File: config.mk
export PLATFORM = sky130hd
export DESIGN_NAME = systolic_array_tile_sequencer
export DESIGN_NICKNAME = d
export VERILOG_FILES = /design/src/rtl/systolic_array_tile_sequencer.sv
export SDC_FILE = /design/constraint.sdc
export NUM_CORES = 1
export LEC_CHECK = 0
export ABC_CLOCK_PERIOD_IN_PS = 8900
export CAP_MARGIN = 20
export CORE_MARGIN = 3
export CORE_UTILIZATION = 55
export CTS_CLUSTER_DIAMETER = 80
export DETAILED_ROUTE_END_ITERATION = 10
export GPL_ROUTABILITY_DRIVEN = 0
export PLACE_DENSITY = 0.83
export SYNTH_ARGS = -nofsm -noshare
export SYNTH_HDL_FRONTEND = slang
export SYNTH_SLANG_ARGS = --single-unit
File: constraint.sdc
create_clock -name clk -period 8.9 [get_ports clk]
set_input_delay 2.225 -clock clk [delete_from_list [all_inputs] [get_ports clk]]
set_output_delay 2.225 -clock clk [all_outputs]
set_load 0.02 [all_outputs]
File: src/rtl/systolic_array_tile_sequencer.sv
// systolic_array_tile_sequencer
// Self-sequencing controller for the output-stationary systolic array. One start
// pulse runs a configurable number of tiles: clear accumulators, stream K operand
// vectors from the top/left SRAMs, flush the skewed wavefront, then drain NUM_ROW
// result rows into the down SRAM. All outputs are registered; the registered
// values are decoded from the state being entered so they line up with it.
module systolic_array_tile_sequencer #(
    parameter int NUM_ROW              = 8,
    parameter int NUM_COL              = 8,
    parameter int LOG2_SRAM_BANK_DEPTH = 10,
    parameter int SKEW_VALID_EN        = 1,
    parameter int TILE_CNT_WIDTH       = 8
) (
    input  logic                            clk,
    input  logic                            rst_n,
    input  logic                            i_start,
    input  logic [LOG2_SRAM_BANK_DEPTH-1:0] i_k_len,
    input  logic [TILE_CNT_WIDTH-1:0]       i_num_tiles,
    input  logic [LOG2_SRAM_BANK_DEPTH-1:0] i_top_rd_base_addr,
    input  logic [LOG2_SRAM_BANK_DEPTH-1:0] i_left_rd_base_addr,
    input  logic [LOG2_SRAM_BANK_DEPTH-1:0] i_down_wr_base_addr,
    input  logic [NUM_COL-1:0]              i_valid_down,
    output logic                            o_busy,
    output logic                            o_done,
    output logic                            o_err_cfg,
    output logic                            o_sa_clear,
    output logic                            o_top_rd_en,
    output logic [LOG2_SRAM_BANK_DEPTH-1:0] o_top_rd_addr,
    output logic                            o_left_rd_en,
    output logic [LOG2_SRAM_BANK_DEPTH-1:0] o_left_rd_addr,
    output logic [NUM_COL-1:0]              o_valid_top,
    output logic [NUM_ROW-1:0]              o_valid_left,
    output logic                            o_drain_en,
    output logic [NUM_COL-1:0]              o_down_wr_en,
    output logic [LOG2_SRAM_BANK_DEPTH-1:0] o_down_wr_addr
);

    localparam int L         = LOG2_SRAM_BANK_DEPTH;
    localparam int TW        = TILE_CNT_WIDTH;
    localparam int FLUSH_LEN = NUM_ROW + NUM_COL - 1;
    localparam int FW        = $clog2(FLUSH_LEN + 1);

    localparam logic [2:0] S_IDLE   = 3'd0;
    localparam logic [2:0] S_CLEAR  = 3'd1;
    localparam logic [2:0] S_STREAM = 3'd2;
    localparam logic [2:0] S_FLUSH  = 3'd3;
    localparam logic [2:0] S_DRAIN  = 3'd4;
    localparam logic [2:0] S_DONE   = 3'd5;

    // FSM state and latched run configuration
    logic [2:0]    r_state;
    logic [L-1:0]  r_k_len;
    logic [TW-1:0] r_num_tiles;
    logic [L-1:0]  r_top_base;
    logic [L-1:0]  r_left_base;
    logic [L-1:0]  r_down_base;

    // Progress counters
    logic [L-1:0]  r_k;          // vector index within the current tile
    logic [FW-1:0] r_flush;      // flush cycle index
    logic [L-1:0]  r_row;        // rows drained in the current tile
    logic [TW-1:0] r_tile;       // current tile index
    logic [L-1:0]  r_rd_off;     // t*K + k of the next read, runs across tiles
    logic [L-1:0]  r_row_base;   // t*NUM_ROW for the current tile

    // Registered outputs
    logic          r_busy;
    logic          r_done;
    logic          r_err_cfg;
    logic          r_sa_clear;
    logic          r_rd_en;
    logic [L-1:0]  r_top_rd_addr;
    logic [L-1:0]  r_left_rd_addr;
    logic          r_drain_en;
    logic [NUM_COL-1:0] r_down_wr_en;
    logic [L-1:0]  r_down_wr_addr;

    logic [2:0]    w_next;
    logic          w_cfg_bad;
    logic          w_stream_last;
    logic          w_flush_last;
    logic          w_row_write;
    logic          w_last_row;
    logic          w_last_tile;

    assign w_cfg_bad     = (i_k_len == '0) || (i_num_tiles == '0);
    assign w_stream_last = (r_k == (r_k_len - L'(1)));
    assign w_flush_last  = (r_flush == FW'(FLUSH_LEN - 1));
    assign w_row_write   = (r_state == S_DRAIN) && (|i_valid_down);
    assign w_last_row    = w_row_write && (r_row == L'(NUM_ROW - 1));
    assign w_last_tile   = (r_tile == (r_num_tiles - TW'(1)));

    // Next-state decode
    always_comb begin
        w_next = r_state;
        case (r_state)
            S_IDLE:   if (i_start) w_next = w_cfg_bad ? S_DONE : S_CLEAR;
            S_CLEAR:  w_next = S_STREAM;
            S_STREAM: if (w_stream_last) w_next = S_FLUSH;
            S_FLUSH:  if (w_flush_last) w_next = S_DRAIN;
            S_DRAIN:  if (w_last_row) w_next = w_last_tile ? S_DONE : S_CLEAR;
            S_DONE:   w_next = S_IDLE;
            default:  w_next = S_IDLE;
        endcase
    end

    // State, configuration latch and progress counters
    always_ff @(posedge clk or negedge rst_n) begin
        if (!rst_n) begin
            r_state     <= S_IDLE;
            r_k_len     <= '0;
            r_num_tiles <= '0;
            r_top_base  <= '0;
            r_left_base <= '0;
            r_down_base <= '0;
            r_k         <= '0;
            r_flush     <= '0;
            r_row       <= '0;
            r_tile      <= '0;
            r_rd_off    <= '0;
            r_row_base  <= '0;
        end else begin
            r_state <= w_next;
            if ((r_state == S_IDLE) && i_start) begin
                r_k_len     <= i_k_len;
                r_num_tiles <= i_num_tiles;
                r_top_base  <= i_top_rd_base_addr;
                r_left_base <= i_left_rd_base_addr;
                r_down_base <= i_down_wr_base_addr;
                r_k         <= '0;
                r_flush     <= '0;
                r_row       <= '0;
                r_tile      <= '0;
                r_rd_off    <= '0;
                r_row_base  <= '0;
            end
            if (r_state == S_STREAM) begin
                r_k <= w_stream_last ? '0 : r_k + L'(1);
            end
            if (r_state == S_FLUSH) begin
                r_flush <= w_flush_last ? '0 : r_flush + FW'(1);
            end
            if (w_next == S_STREAM) begin
                r_rd_off <= r_rd_off + L'(1);
            end
            if (w_row_write) begin
                if (w_last_row) begin
                    r_row      <= '0;
                    r_row_base <= r_row_base + L'(NUM_ROW);
                    r_tile     <= r_tile + TW'(1);
                end else begin
                    r_row <= r_row + L'(1);
                end
            end
        end
    end

    // Output registers, decoded from the state being entered
    always_ff @(posedge clk or negedge rst_n) begin
        if (!rst_n) begin
            r_busy         <= 1'b0;
            r_done         <= 1'b0;
            r_err_cfg      <= 1'b0;
            r_sa_clear     <= 1'b0;
            r_rd_en        <= 1'b0;
            r_top_rd_addr  <= '0;
            r_left_rd_addr <= '0;
            r_drain_en     <= 1'b0;
            r_down_wr_en   <= '0;
            r_down_wr_addr <= '0;
        end else begin
            r_busy     <= (w_next != S_IDLE);
            r_done     <= (w_next == S_DONE);
            // The only IDLE->DONE path is a rejected configuration.
            r_err_cfg  <= (w_next == S_DONE) && (r_state == S_IDLE);
            r_sa_clear <= (w_next == S_CLEAR);
            r_rd_en    <= (w_next == S_STREAM);
            r_top_rd_addr  <= (w_next == S_STREAM) ? (r_top_base + r_rd_off) : '0;
            r_left_rd_addr <= (w_next == S_STREAM) ? (r_left_base + r_rd_off) : '0;
            r_drain_en     <= (w_next == S_DRAIN);
            r_down_wr_en   <= w_row_write ? i_valid_down : '0;
            // Bottom row emerges first; address holds through drain stalls.
            if (w_row_write) begin
                r_down_wr_addr <= r_down_base + r_row_base + (L'(NUM_ROW - 1) - r_row);
            end
        end
    end

    generate
        if (SKEW_VALID_EN != 0) begin : g_skew
            logic [NUM_COL-1:0] r_vt_sh;
            logic [NUM_ROW-1:0] r_vl_sh;

            // Edge valids: bit n is the read enable delayed 1+n cycles
            always_ff @(posedge clk or negedge rst_n) begin
                if (!rst_n) begin
                    r_vt_sh <= '0;
                    r_vl_sh <= '0;
                end else begin
                    r_vt_sh[0] <= r_rd_en;
                    r_vl_sh[0] <= r_rd_en;
                    for (int c = 1; c < NUM_COL; c++) r_vt_sh[c] <= r_vt_sh[c-1];
                    for (int r = 1; r < NUM_ROW; r++) r_vl_sh[r] <= r_vl_sh[r-1];
                end
            end

            assign o_valid_top  = r_vt_sh;
            assign o_valid_left = r_vl_sh;
        end else begin : g_flat
            logic r_v;

            // Edge valids: every bit is the read enable delayed one cycle
            always_ff @(posedge clk or negedge rst_n) begin
                if (!rst_n) r_v <= 1'b0;
                else        r_v <= r_rd_en;
            end

            assign o_valid_top  = {NUM_COL{r_v}};
            assign o_valid_left = {NUM_ROW{r_v}};
        end
    endgenerate

    assign o_busy         = r_busy;
    assign o_done         = r_done;
    assign o_err_cfg      = r_err_cfg;
    assign o_sa_clear     = r_sa_clear;
    assign o_top_rd_en    = r_rd_en;
    assign o_top_rd_addr  = r_top_rd_addr;
    assign o_left_rd_en   = r_rd_en;
    assign o_left_rd_addr = r_left_rd_addr;
    assign o_drain_en     = r_drain_en;
    assign o_down_wr_en   = r_down_wr_en;
    assign o_down_wr_addr = r_down_wr_addr;

endmodule
==> impl_metrics.yaml <==
outcome:
  status: "complete, no violations"
grt:
  grt_usage_pct: 22.7
  grt_max_degree: 101
  antenna_found_initial: 0
  grt_pass1_vias: 6181
  gr-total-overflow: 0
  grt_first_pass_wirelength_um: 29800
setup_path:
  critPathMaxFanout: 21
  crit_type: "in2reg"
  slowest_stage: "and3_1"
  crit_path_max_incr_delay_ns: 0.63
  cp-start-kind: "input pin"
  cp_cell_sequence: "clkdlybuf4s50_1, nor4_1, a2111oi_2, and2_1, nor2_1, and3_1, nand2_4, a31o_1"
  endpoint_kind: "flop"
  critPathArrivalTime_ns: 5.30
  crit_required_ns: 9.21
floorplanning:
  die_y_um: 128
  start_util_pct: 57.7
  dieArea_um2: 16400
  core-area_um2: 14200
  num_rows: 43
  io_pins: 120
  fp.dieW_um: 128
job:
  cap_violations: 0
routing:
  drtAntennaViolNets: 0
  vias: 6360
  drcViolationCount: 0
  drt-initial-drc-count: 353
  wirelength_um: 17700
  wl_per_cell_um: 15.2
  vias_per_cell: 5.47
  firstDrtPassIters: 5
synth:
  async_reset_ff_share_pct: 100
  synth-warning-count: 0
  yosys.area.top_type_share_pct: 47.4
  synth_area_leaders: "dfrtp_1 47%, nand2_1 8.5%, ha_1 6.4%, o21ai_0 4.5%, xor2_1 3.2%"
  yosysTopAreaCell: "dfrtp_1"
  synthCells: 865
  syn_nets: 978
  synth_edf_count: 0
  synth_common_cells: "186 x nand2_1, 155 x dfrtp_1, 74 x o21ai_0, 50 x nor2_1, 47 x inv_1"
  avgSynthCellArea_um2: 9.47
  synth-seq-cells: 155
  ys.flop_type: "dfrtp_1"
  ys_types: 57
  yosysSeqAreaShare_pct: 47.4
  synth_area_um2: 8190
  synth_most_common_cell: "nand2_1"
cts:
  hold_buffers: 0
  cts_buffers: 17
  clockBufferDepth: 2
  cts_resized: 0
  path_clk_slew_ns: 0.06
  insertion_delay_ns: 0.43
  htree_levels: 4
  post_cts_buffers: 0
  cts_tree: "built"
  cts.sinks: 155
  root_buffer: "clkbuf_16"
sta:
  rsz0062_at_grt: "false"
  tightest_slew_ns: 0.910
  setup_tns_ns: 0
  finalClockSkew_ns: 0.00704
  post-route-min-period_ns: 4.98
  hold_viol: 0
  slew_headroom_pct: 39.4
  finalSetupViolations: 0
  fmax_mhz: 201
  finalMaxSlewViolations: 0
  period_share_pct: 56.0
finish:
  nFillCells: 1058
  fin_nets: 1083
  area_growth_syn_to_layout_pct: 22.7
  register_area_um2: 3880
  antenna_cells: 0
  multiInputGateArea_um2: 3940
  layout-drive-gt1-share_pct: 4.78
power_and_ir_drop:
  total_power_mw: 3.41
  power.leakage_nw: 4.79
  vdd.ir_drop.worst_mv: 0.191
  power_density_nw_per_um2: 339
placed_design:
  io_buffers: 119
  place_hpwl_um: 12300
hold_path:
  hold_class: "reg2reg"
path summary, 6_finish.rpt:
| kind | slack, ns | end | from | cells past startpoint |
|---|---|---|---|---|
| worst min register to register | 0.40 | o_valid_left[3]$_DFF_PN0_ | o_valid_left[2]$_DFF_PN0_ | 0 |
| min in group asynchronous | 1.90 | r_num_tiles[2]$_DFFE_PN0P_ | rst_n | 1 |
| worst min-delay path | 0.40 | o_valid_left[3]$_DFF_PN0_ | o_valid_left[2]$_DFF_PN0_ | 0 |
| worst max register to register | 5.69 | r_rd_off[9]$_DFFE_PN0P_ | r_row[4]$_DFFE_PN0P_ | 7 |
| worst max-delay path | 3.92 | r_rd_off[1]$_DFFE_PN0P_ | i_valid_down[0] | 8 |
| max in group asynchronous | 5.76 | o_top_rd_addr[8]$_DFF_PN0_ | rst_n | 2 |
stage by stage:
step	setup slack, ns	cells	utilization (%)	hold slack, ns	cell area, µm²
3_3_place_gp	3.64	1131	66.5	0.376	9440
3_5_place_dp	3.51	1131	66.5	0.384	9440
2_1_floorplan	4.86	865	-	0.450	8190
4_1_cts	3.93	1163	70.8	0.399	10000
5_1_grt	3.69	1163	70.8	0.405	10000
6_report	3.92	1163	70.8	0.395	10000
cells by family after synthesis:
group,synth area share [%]
buffers and inverters,4.71
xor gates and xnor gates,5.88
AOI/OAI and AO/OA,10.7
muxes,1.59
adders and majority gates,9.35
DFF,47.4
and+or+nand+nor,20.4
flip-flops by register name, indices dropped and copies added, names as in the netlist, 3 cells and up:
name and count:
o_top_rd_addr 10, r_k_len 10, r_state 3, o_valid_left 8, r_left_base 10, r_tile 8
r_k 10, r_row_base 10, o_down_wr_addr 10, r_num_tiles 8, o_left_rd_addr 10, r_down_base 10
r_flush 4, r_row 10, r_top_base 10, o_down_wr_en 8, r_rd_off 10
layer usage:
metal | part of all wire [%] | vias up | wire length (µm) | global-route usage [%]
met3 | 5.7 | 24 | 1010 | 5.96
met4 | 1.7 | 0 | 295 | 8.11
met2 | 47 | 176 | 8260 | 35.0
met1 | 46 | 3031 | 8090 | 31.4
met5 | 0 | - | 0 | 0
li1 | - | 3129 | - | -
area by class of cell:
class                      instances  share of cell area, %
clock buffer                      22                   4.92
multi-input combinational        626                   39.2
timing repair buffer             123                   12.2
clock inverter                    10                   1.13
inverter                          47                   1.76
tap                              180                   2.24
sequential                       155                   38.6
power by group:
part,leakage (nW),switching (mW),internal [mW]
combinational,2.50,0.833,0.717
clock,0.290,0.285,0.449
sequential,2.00,0.192,0.931
placed cells by master (no fill, tap or decap), types with 15 or more instances in the layout:
master / n
a21o_1: 15
and3_1: 17
clkbuf_16: 17
clkdlybuf4s50_1: 118
dfrtp_1: 155
ha_1: 42
inv_1: 47
nand2_1: 186
nand3_1: 33
nor2_1: 50
o21ai_0: 74
xnor2_1: 25
xor2_1: 30
critical path: cells and delay by family:
kind / cells / cell delay (ns)
buf+inv: 1 / 0.42
compound gates: 2 / 0.47
simple gates: 5 / 2.17
No activity file was read; power rests on OpenSTA's default activity.
